<file path="config.mk">
export PLATFORM = sky130hd
export DESIGN_NAME = count_7
export DESIGN_NICKNAME = d
export VERILOG_FILES = /design/src/rtl/count_7.sv
export SDC_FILE = /design/constraint.sdc
export NUM_CORES = 1
export LEC_CHECK = 0
export ABC_AREA = 0
export CAP_MARGIN = 20
export CORE_AREA = 4 4 41 43
export DETAILED_ROUTE_END_ITERATION = 8
export DIE_AREA = 0 0 45 47
export DONT_BUFFER_PORTS = 1
export PLACE_DENSITY = 0.39
export SLEW_MARGIN = 20
export SYNTH_ARGS = -nofsm -noshare
export SYNTH_HDL_FRONTEND = slang
export SYNTH_SLANG_ARGS = --single-unit
</file>
<file path="constraint.sdc">
create_clock -name CLK -period 2.13 [get_ports CLK]
set_input_delay 0.1065 -clock CLK [delete_from_list [all_inputs] [get_ports CLK]]
set_output_delay 0.1065 -clock CLK [all_outputs]
set_load 0.02 [all_outputs]
</file>
<file path="src/rtl/count_7.sv">
// count_7 -- 7-bit enabled up-counter with a programmable terminal value.
//
// Counts 0..TERMINAL while run is high, holding while run is low. On reaching
// TERMINAL it wraps to 0 on the next enabled edge. If COUNT_7_SATURATE_EN is
// defined it holds at TERMINAL until reset instead.
//
// Parameters:
//   TERMINAL   highest count value before wrap/saturate, legal range 1..127
//
// Ports:
//   CLK        input   rising-edge clock
//   reset      input   synchronous active-low reset (wins over run)
//   run        input   count enable, active-high
//   count_out  output  [6:0] current count, registered
//
// Configuration macro: COUNT_7_SATURATE_EN (undefined = wrap build)

module count_7 #(
   parameter logic [6:0] TERMINAL = 7'd127
) (
   input  logic       CLK,
   input  logic       reset,
   input  logic       run,
   output logic [6:0] count_out
);

   // The >= test also recovers an out-of-range power-up value on the first
   // enabled edge, so the count never exceeds TERMINAL afterwards.
   logic at_terminal;
   assign at_terminal = (count_out >= TERMINAL);

   always_ff @(posedge CLK) begin
      if (!reset) begin
         count_out <= '0;
      end else if (run) begin
         if (at_terminal) begin
`ifdef COUNT_7_SATURATE_EN
            count_out <= TERMINAL;
`else
            count_out <= '0;
`endif
         end else begin
            count_out <= count_out + 7'd1;
         end
      end
   end

endmodule

</file>
[Word-level counts from Yosys, hierarchy flattened]
Cells that the tools add are included.
Storage, ports and cells
  register bits: 7
  bits in latches: 0
  RAM bits: 0
  ROM bits: 0
  input bits: 3
  output and inout bits: 7
  logic and storage cells: 4
  memories kept: 0
Cells by class
  add/subtract/negate cells: 1
  $mul: 0
  divide/modulo/power cells: 0
  order comparisons: 1
  equality and inequality tests: 0
  shifts and indexed selects: 0
  mux-type cells: 1
  bitwise operators: 0
  reductions and logical operators: 0
Operators with widths (count)
  $add 7x1->7 const B: 1
  $ge 7x7->1 const B: 1
  $mux 7: 1

[Longest topological paths before layout]
Gate-level depths: netlist of the first run.
  depth in word-level cells: 2
  depth in mapped cells: 4
  gate-level depth less buffers: 4

[Worst setup path after synthesis of the first run]
OpenSTA, ideal clock, no wires.
  path kind: flip-flop to flip-flop
  from: reg count_out[0]
  to: reg count_out[0]
  library setup time: 0.129 ns
  data arrival time: 1.261 ns
  required time: 2.001 ns
  setup slack: 0.739 ns
  stages on the path, launching flop included: 5
  buffers on the path: 0
  clock period less this slack: 1.391 ns
  path through: dfxtp_1 -> ha_1 -> a21oi_1 -> o41ai_4 -> nor2_1
On the way
  word-level cells in the longest chain between the ends: 2
  elaborated cells on any way between the ends: 3
  those cells by class: add/sub (1); order compare (1); mux (1)
Ends and longest elaborated chain
  start: declaration: line 24  | output logic [6:0] count_out
  start signal: assignment: line 43  | count_out <= count_out + 7'd1;
  $add 7x1->7 or $ge 7x7->1 (tied branches): line 43, 30
  $mux 7 (*): line 36  | if (at_terminal) begin
Every way passes the cells marked *; elsewhere a longest branch is shown, timed or not.
A chain may end at the register's enable or synchronous reset.

[Final worst setup path of the first run]
  from: reg count_out[2]
  to: reg count_out[2]
The elaborated chain is that of the path after synthesis.

==> results of run 1 <==
==> worst max-delay path, delay by kind of cell, from the launching register on <==
family	cells	cell delay (ps)
flops	1	540
compound gates	1	500
simple gates	2	280
==> area by class of cell <==
| cell class | count | area, sq um | area share (%) |
|---|---|---|---|
| clock buffer | 4 | 26.3 | 6.19 |
| inverter | 3 | 11.3 | 2.65 |
| multi-input combinational | 25 | 193 | 45.4 |
| sequential | 7 | 140 | 33.0 |
| tap | 15 | 18.8 | 4.42 |
| timing repair buffer | 4 | 35.0 | 8.26 |
==> final timing paths <==
| kind | endpoint | start | slack [ps] |
|---|---|---|---|
| setup / recovery | count_out[2] | count_out[2] | 690 |
| hold reg to reg | count_out[1] | count_out[1] | 670 |
| setup reg to reg | count_out[2] | count_out[2] | 690 |
| hold / removal | count_out[1] | run | 10 |
==> per-stage QoR <==
| stage | setup WS [ps] | power (W) | utilization, % | cell area [sq um] |
|---|---|---|---|---|
| finish | 694 | 0.000297 | 32.6 | 424 |
| floorplan | 739 | 0.000167 | - | 352 |
| CTS | 674 | 0.000306 | 32.6 | 424 |
| detailed placement | 682 | 0.000174 | 29.0 | 378 |
| global route | 568 | 0.000317 | 32.6 | 424 |
| global placement | 700 | 0.000174 | 29.0 | 378 |
==> metal layers <==
metal | share of wire, % | wire, microns | vias up | global-route usage (%)
met5 | 0 | 0 | - | 0
met4 | 0 | 0 | 0 | 5.26
met3 | 9.9 | 75 | 0 | 7.66
met2 | 45 | 339 | 8 | 12.4
met1 | 45 | 345 | 127 | 8.94
li1 | - | - | 143 | -
==> cell families after synthesis <==
logic type	Yosys count	synth area share (%)
muxes	1	2.85
xor gates and xnor gates	3	7.47
and+or+nand+nor	11	15.7
adders and majority gates	1	3.56
buffers and inverters	4	5.34
AOI/OAI and AO/OA	9	25.3
DFF	7	39.9
==> report_power, final <==
group / leakage (nW) / total (W) / switching (W) / internal, W
Clock: 0.0150 / 0.000122 / 0.0000500 / 0.0000716
Combinational: 0.0949 / 0.0000382 / 0.0000226 / 0.0000156
Sequential: 0.0568 / 0.000137 / 0.00000189 / 0.000135
Total: 0.167 / 0.000297 / 0.0000745 / 0.000222
==> cells in the final DEF, fill, tap and decap left out, types with 2 or more instances in the layout <==
cell type / instances
nand2_1: 3
inv_1: 3
xor2_1: 2
nor2_1: 4
nand4_1: 2
dlygate4sd3_1: 2
buf_4: 2
clkbuf_4: 3
dfxtp_1: 7
==> key figures, run 1 <==
Floorplan
  • Starting density of the core: 27.0%
  • CORE AREA: 1300 sq um
  • Full die area: 2120 sq um
  • Die X: 45 microns
  • I/O pin cnt: 10
  • Core Rows: 13
  • Die height: 47 microns

Drt
  • DRC: 0
  • WL per Instance: 13.1 microns
  • Post-Route WL: 759 microns
  • DRT iter0 DRCs: 10
  • DR vias/cell: 4.79
  • Via count: 278
  • Post-DRT Antenna Nets: 0
  • DR pass1 iterations: 4

Power
  • PwrDens: 700 nW/um^2
  • Lkg Pwr: 0.167 nW
  • Max IR drop VDD: 0.261 mV

Status
  • Status: complete, no violations

Worst setup path
  • Max FO, Critical Path: 5
  • CP Launch Type: register
  • R2R cell count: 3
  • CP max stage delay: 540 ps
  • Worst Setup End Kind: register
  • CP max-delay cell: dfxtp_1
  • Arr. time, crit path: 1560 ps
  • WP data required: 2260 ps
  • CP cell instances: nand3_2, o41ai_4, nor2_1
  • Kind of critical path: register to register

Logic synthesis
  • Largest cells by area after synthesis: dfxtp_1 40%, o41ai_4 7.8%, xor2_1 5.0%
  • Ys async rst share: 0%
  • Synth area leader: dfxtp_1
  • Yosys warns: 0
  • Yosys reg bits: 7
  • Predominant post-synthesis flop cell: dfxtp_1
  • Syn Nets: 40
  • Seq/Total Area, Yosys: 39.9%
  • Post-synth EDFFs: 0
  • Most frequent cell after synthesis: dfxtp_1
  • Synth cell count leaders: 7 x dfxtp_1, 4 x nor2_1, 3 x inv_1, 3 x nand2_1
  • Avg Inst Size Synth: 9.77 sq um
  • Post-synth top area share: 39.9%
  • Post-Syn Area: 352 sq um
  • Synth unique cells: 21
  • Mapped Cells: 36

Clock network
  • Post-CTS sizing: 0
  • CTS Hold Buffers Added: 2
  • Num CTS Buffers: 3
  • CTS tree: yes
  • Deepest clock path buffer count: 2
  • H-tree depth reported by CTS: 1
  • Clk slew on worst S/H paths: 50 ps
  • Worst skew pair latency: 250 ps
  • TritonCTS Sinks: 7
  • Post-CTS repair timing setup buffer count: 0
  • Clock tree root buffer cell: clkbuf_4

STA
  • Final Hold Viols: 0
  • # setup viols final: 0
  • Fin Hold WS: 13.2 ps
  • Slew Limit Fails: 0
  • Slew @ Worst Pin: 415 ps
  • Max transition margin: 72.3%
  • RSZ-0062 raised after global routing: no
  • Max Freq: 697 MHz
  • Min cycle time layout: 1440 ps
  • Setup TNS: 0 ps
  • Tcrit/Tclk final: 67.4%
  • Worst Skew: 3.92 ps

Layout
  • Finished Layout Cells: 58
  • Top flop regs: count_out (7)
  • Antenna diodes: 0
  • Register with the highest flop count: count_out
  • Area growth from synthesis to final layout: 20.6%
  • Fillcell total: 148
  • Max reg flops: 7
  • Share of cells above drive strength 1: 16.3%
  • Final Net Count: 48

Global route
  • Vias in the first global route: 286
  • First-pass GRT wire length: 1.25 mm
  • Total gr overflow: 0
  • Gr usage total: 8.87%
  • Largest net degree at the start of global routing: 9
  • Initial antenna violation count: 0

Placed design
  • Post-DP HPWL: 567 microns
  • Port Buffers: 0
  • Placed Cells: 52
  • GP Congestion: 0.685

Flow run
  • Max Cap Viol: 0

Min path
  • Tightest Hold Check Type: primary input to register
  • WHS Path Cells: 2
Note: power is estimated with default switching activity, not from simulation.
==> run 2: changes to the inputs <==
Settings changed: ABC_AREA 0 to 1, PLACE_DENSITY 0.39 to 0.44.
Clock period 2.13 ns to 1.2 ns, I/O delays scaled along.
==> run 2 against run 1 <==
Hold slack improved by 13 ps. Maximum frequency increased by 35%. Core utilization increased by 7.5 points. Final area increased by 23%. Clock skew decreased by 1.2 ps. Total power increased by 76%. First-iteration DRC count decreased by 30%. Synthesized area increased by 15%. Clock power increased by 74%. Sequential power increased by 80%.
==> key figures, run 2 <==
STA
  • Min cycle time layout: 1070 ps (-369 ps)
  • RSZ-0062 raised after global routing: no
  • Slack of the critical path: 134 ps (-561 ps)
  • Setup TNS: 0 ps (unchanged)
  • Max Freq: 938 MHz (+35%)
  • Worst Skew: 2.75 ps (-1.18 ps)
  • Max transition margin: 88.3% (+16 points)
  • Slew Limit Fails: 0 (unchanged)
  • # setup viols final: 0 (unchanged)
  • Final Hold Viols: 0 (unchanged)
  • Slew @ Worst Pin: 175 ps (-239 ps)
  • Tcrit/Tclk final: 88.9% (+21 points)

Logic synthesis
  • Syn Nets: 55 (+38%)
  • Post-Syn Area: 403 sq um (+15%)
  • Most frequent cell after synthesis: nand2_1
  • Synth cell count leaders: 11 x nand2_1, 8 x nor2_2, 7 x dfxtp_1, 6 x inv_1, 4 x nand3_1
  • Predominant post-synthesis flop cell: dfxtp_1
  • Seq/Total Area, Yosys: 34.8% (-5.1 points)
  • Avg Inst Size Synth: 7.90 sq um (-19%)
  • Post-synth EDFFs: 0 (unchanged)
  • Yosys reg bits: 7 (unchanged)
  • Synth area leader: dfxtp_1
  • Largest cells by area after synthesis: dfxtp_1 35%, nor2_2 12%, nand2_1 10%
  • Ys async rst share: 0% (unchanged)
  • Post-synth top area share: 34.8% (-5.1 points)
  • Mapped Cells: 51 (+42%)
  • Synth unique cells: 19 (-9.5%)
  • Yosys warns: 0 (unchanged)

Worst setup path
  • Worst Setup End Kind: register
  • R2R cell count: 6 (+3)
  • Flop2flop setup slack: 130 ps (-560 ps)
  • WP data required: 1340 ps (-920 ps)
  • Kind of critical path: register to register
  • Max FO, Critical Path: 7 (+2)
  • Reg-to-Reg Start: count_out[1]
  • CP Launch Type: register
  • R2R Path End: count_out[4]
  • Arr. time, crit path: 1210 ps (-350 ps)

Floorplan
  • Die X: 45 microns (unchanged)
  • Full die area: 2120 sq um (unchanged)
  • Core Rows: 13 (unchanged)
  • CORE AREA: 1300 sq um (unchanged)
  • Starting density of the core: 31.0% (+3.9 points)
  • I/O pin cnt: 10 (unchanged)
  • Die height: 47 microns (unchanged)

Clock network
  • H-tree depth reported by CTS: 1 (unchanged)
  • Clk slew on worst S/H paths: 50 ps (about the same)
  • TritonCTS Sinks: 7 (unchanged)
  • Clock tree root buffer cell: clkbuf_4
  • Post-CTS repair timing setup buffer count: 0 (unchanged)
  • CTS tree: yes
  • Deepest clock path buffer count: 2 (unchanged)
  • Worst skew pair latency: 250 ps (about the same)
  • Num CTS Buffers: 3 (unchanged)

Power
  • PwrDens: 999 nW/um^2 (+43%)
  • Comb power frac: 12.0% (-0.9 points)
  • Lkg Pwr: 0.214 nW (+28%)
  • Max IR drop VDD: 0.442 mV (+69%)
  • P_sw: 0.000126 W (+69%)
  • Sw frac: 24.2% (-0.91 points)
  • Sequential power share: 47.3% (+1.1 points)
  • P_int: 0.000395 W (+78%)
  • Part of the power in the clock network: 40.6% (-0.4 points)

Global route
  • Vias in the first global route: 337 (+18%)
  • Largest net degree at the start of global routing: 9 (unchanged)
  • Gr usage total: 9.81% (+0.94 points)
  • Initial antenna violation count: 0 (unchanged)
  • Total gr overflow: 0 (unchanged)
  • First-pass GRT wire length: 1.39 mm (+12%)

Placed design
  • Placement Cell Area: 472 sq um (+25%)
  • Port Buffers: 0 (unchanged)
  • Post-DP HPWL: 658 microns (+16%)
  • Dpl ws: 72.1 ps (-609 ps)
  • GP Congestion: 0.661 (-3.5%)
  • Placed Cells: 73 (+40%)

Layout
  • Max reg flops: 7 (unchanged)
  • Multi-input gate area: 225 sq um (+17%)
  • Most frequent cells in the layout: 11 x nand2_1, 8 x nor2_2, 8 x buf_4, 6 x inv_1, 5 x dfxtp_1
  • Final core utilization: 40.1% (+7.5 points)
  • Fillcell total: 146 (-1.4%)
  • Final Net Count: 69 (+44%)
  • Commonest non-fill, non-tap cell in the layout: nand2_1
  • Register area: 143 sq um (+1.8%)
  • Share of cells above drive strength 1: 45.3% (+29 points)
  • Top flop regs: count_out (7)
  • Area growth from synthesis to final layout: 29.5%
  • Finished Layout Cells: 79 (+36%)
  • Design Area, Final: 522 sq um (+23%)
  • Register with the highest flop count: count_out
  • Antenna diodes: 0 (unchanged)

Drt
  • WL per Instance: 10.5 microns (-20%)
  • DR pass1 iterations: 2 (-2)
  • DRC: 0 (unchanged)
  • Via count: 342 (+23%)
  • Post-Route WL: 829 microns (+9.2%)
  • Post-DRT Antenna Nets: 0 (unchanged)
  • DRT iter0 DRCs: 7 (-3)
  • DR vias/cell: 4.33 (-9.7%)

Min path
  • WHS Path Cells: 3 (+1)
  • Worst Hold Launch: run
  • Tightest Hold Check Type: primary input to register
  • WHS Endpoint: count_out[3]

Flow run
  • Max Cap Viol: 0 (unchanged)

Status
  • Status: complete, no violations
run 2: logic make-up after synthesis:
group	synth area share (%)
flip-flops	34.8
AO/OA/AOI/OAI	6.83
buffers and inverters	9.94
AND/OR/NAND/NOR	43.2
XOR/XNOR	2.17
adder cells (fa/ha/maj)	3.11
run 2: how the worst max path moves through the flow:
stage | start | endpoint | slack (ps) | depth (start not counted)
after floorplan | count_out[1] | count_out[3] | 10 | 6
after global placement | count_out[1] | count_out[4] | 100 | 6
after detailed placement | count_out[1] | count_out[5] | 70 | 6
after CTS | count_out[1] | count_out[5] | 60 | 6
after global routing | count_out[1] | count_out[4] | 50 | 7
final | count_out[1] | count_out[4] | 130 | 6
run 2: power groups by stage:
stage / Clock [W] / Combinational, W / Sequential, W
floorplan: 0 / 0.0000368 / 0.000261
global placement: 0 / 0.0000563 / 0.000250
detailed placement: 0 / 0.0000562 / 0.000251
CTS: 0.000224 / 0.0000601 / 0.000246
global route: 0.000237 / 0.0000670 / 0.000247
finish: 0.000212 / 0.0000628 / 0.000247
run 2: cell type report:
class / instances / share of cell area (%)
inverters: 7 / 5.52
flip-flops and latches: 7 / 27.3
well taps: 15 / 3.60
multi-input cells: 36 / 43.2
clock buffers: 4 / 5.04
repair buffers: 10 / 15.3
run 2: per-stage QoR:
step           hold WS, ps  total power [W]
2_1_floorplan          234         0.000298
3_3_place_gp           232         0.000307
3_5_place_dp           234         0.000307
4_1_cts               4.40         0.000530
5_1_grt               34.0         0.000551
6_report              25.9         0.000521
run 2: timing repair:
action,in CTS,in global routing
endpoints found under the setup margin,0,3
hold buffers,1,1
hold endpoints to repair,2,2
gates resized for setup,0,2
run 2: layer usage:
| layer | routed length (microns) | vias up | global-route usage, % | share of wire [%] |
|---|---|---|---|---|
| met5 | 0 | - | 0 | 0 |
| li1 | - | 186 | - | - |
| met3 | 67 | 2 | 4.60 | 8.1 |
| met2 | 385 | 6 | 13.8 | 46 |
| met4 | 12 | 0 | 8.77 | 1.4 |
| met1 | 364 | 148 | 11.0 | 44 |
run 2: worst max-delay path, cell delays in order, from the launching register on:
cell	delay [ps]
dfxtp_2	340
ha_2	190
nand2_2	80
nand2_1	90
nand2_2	70
nand2_4	130
nor2_2	50
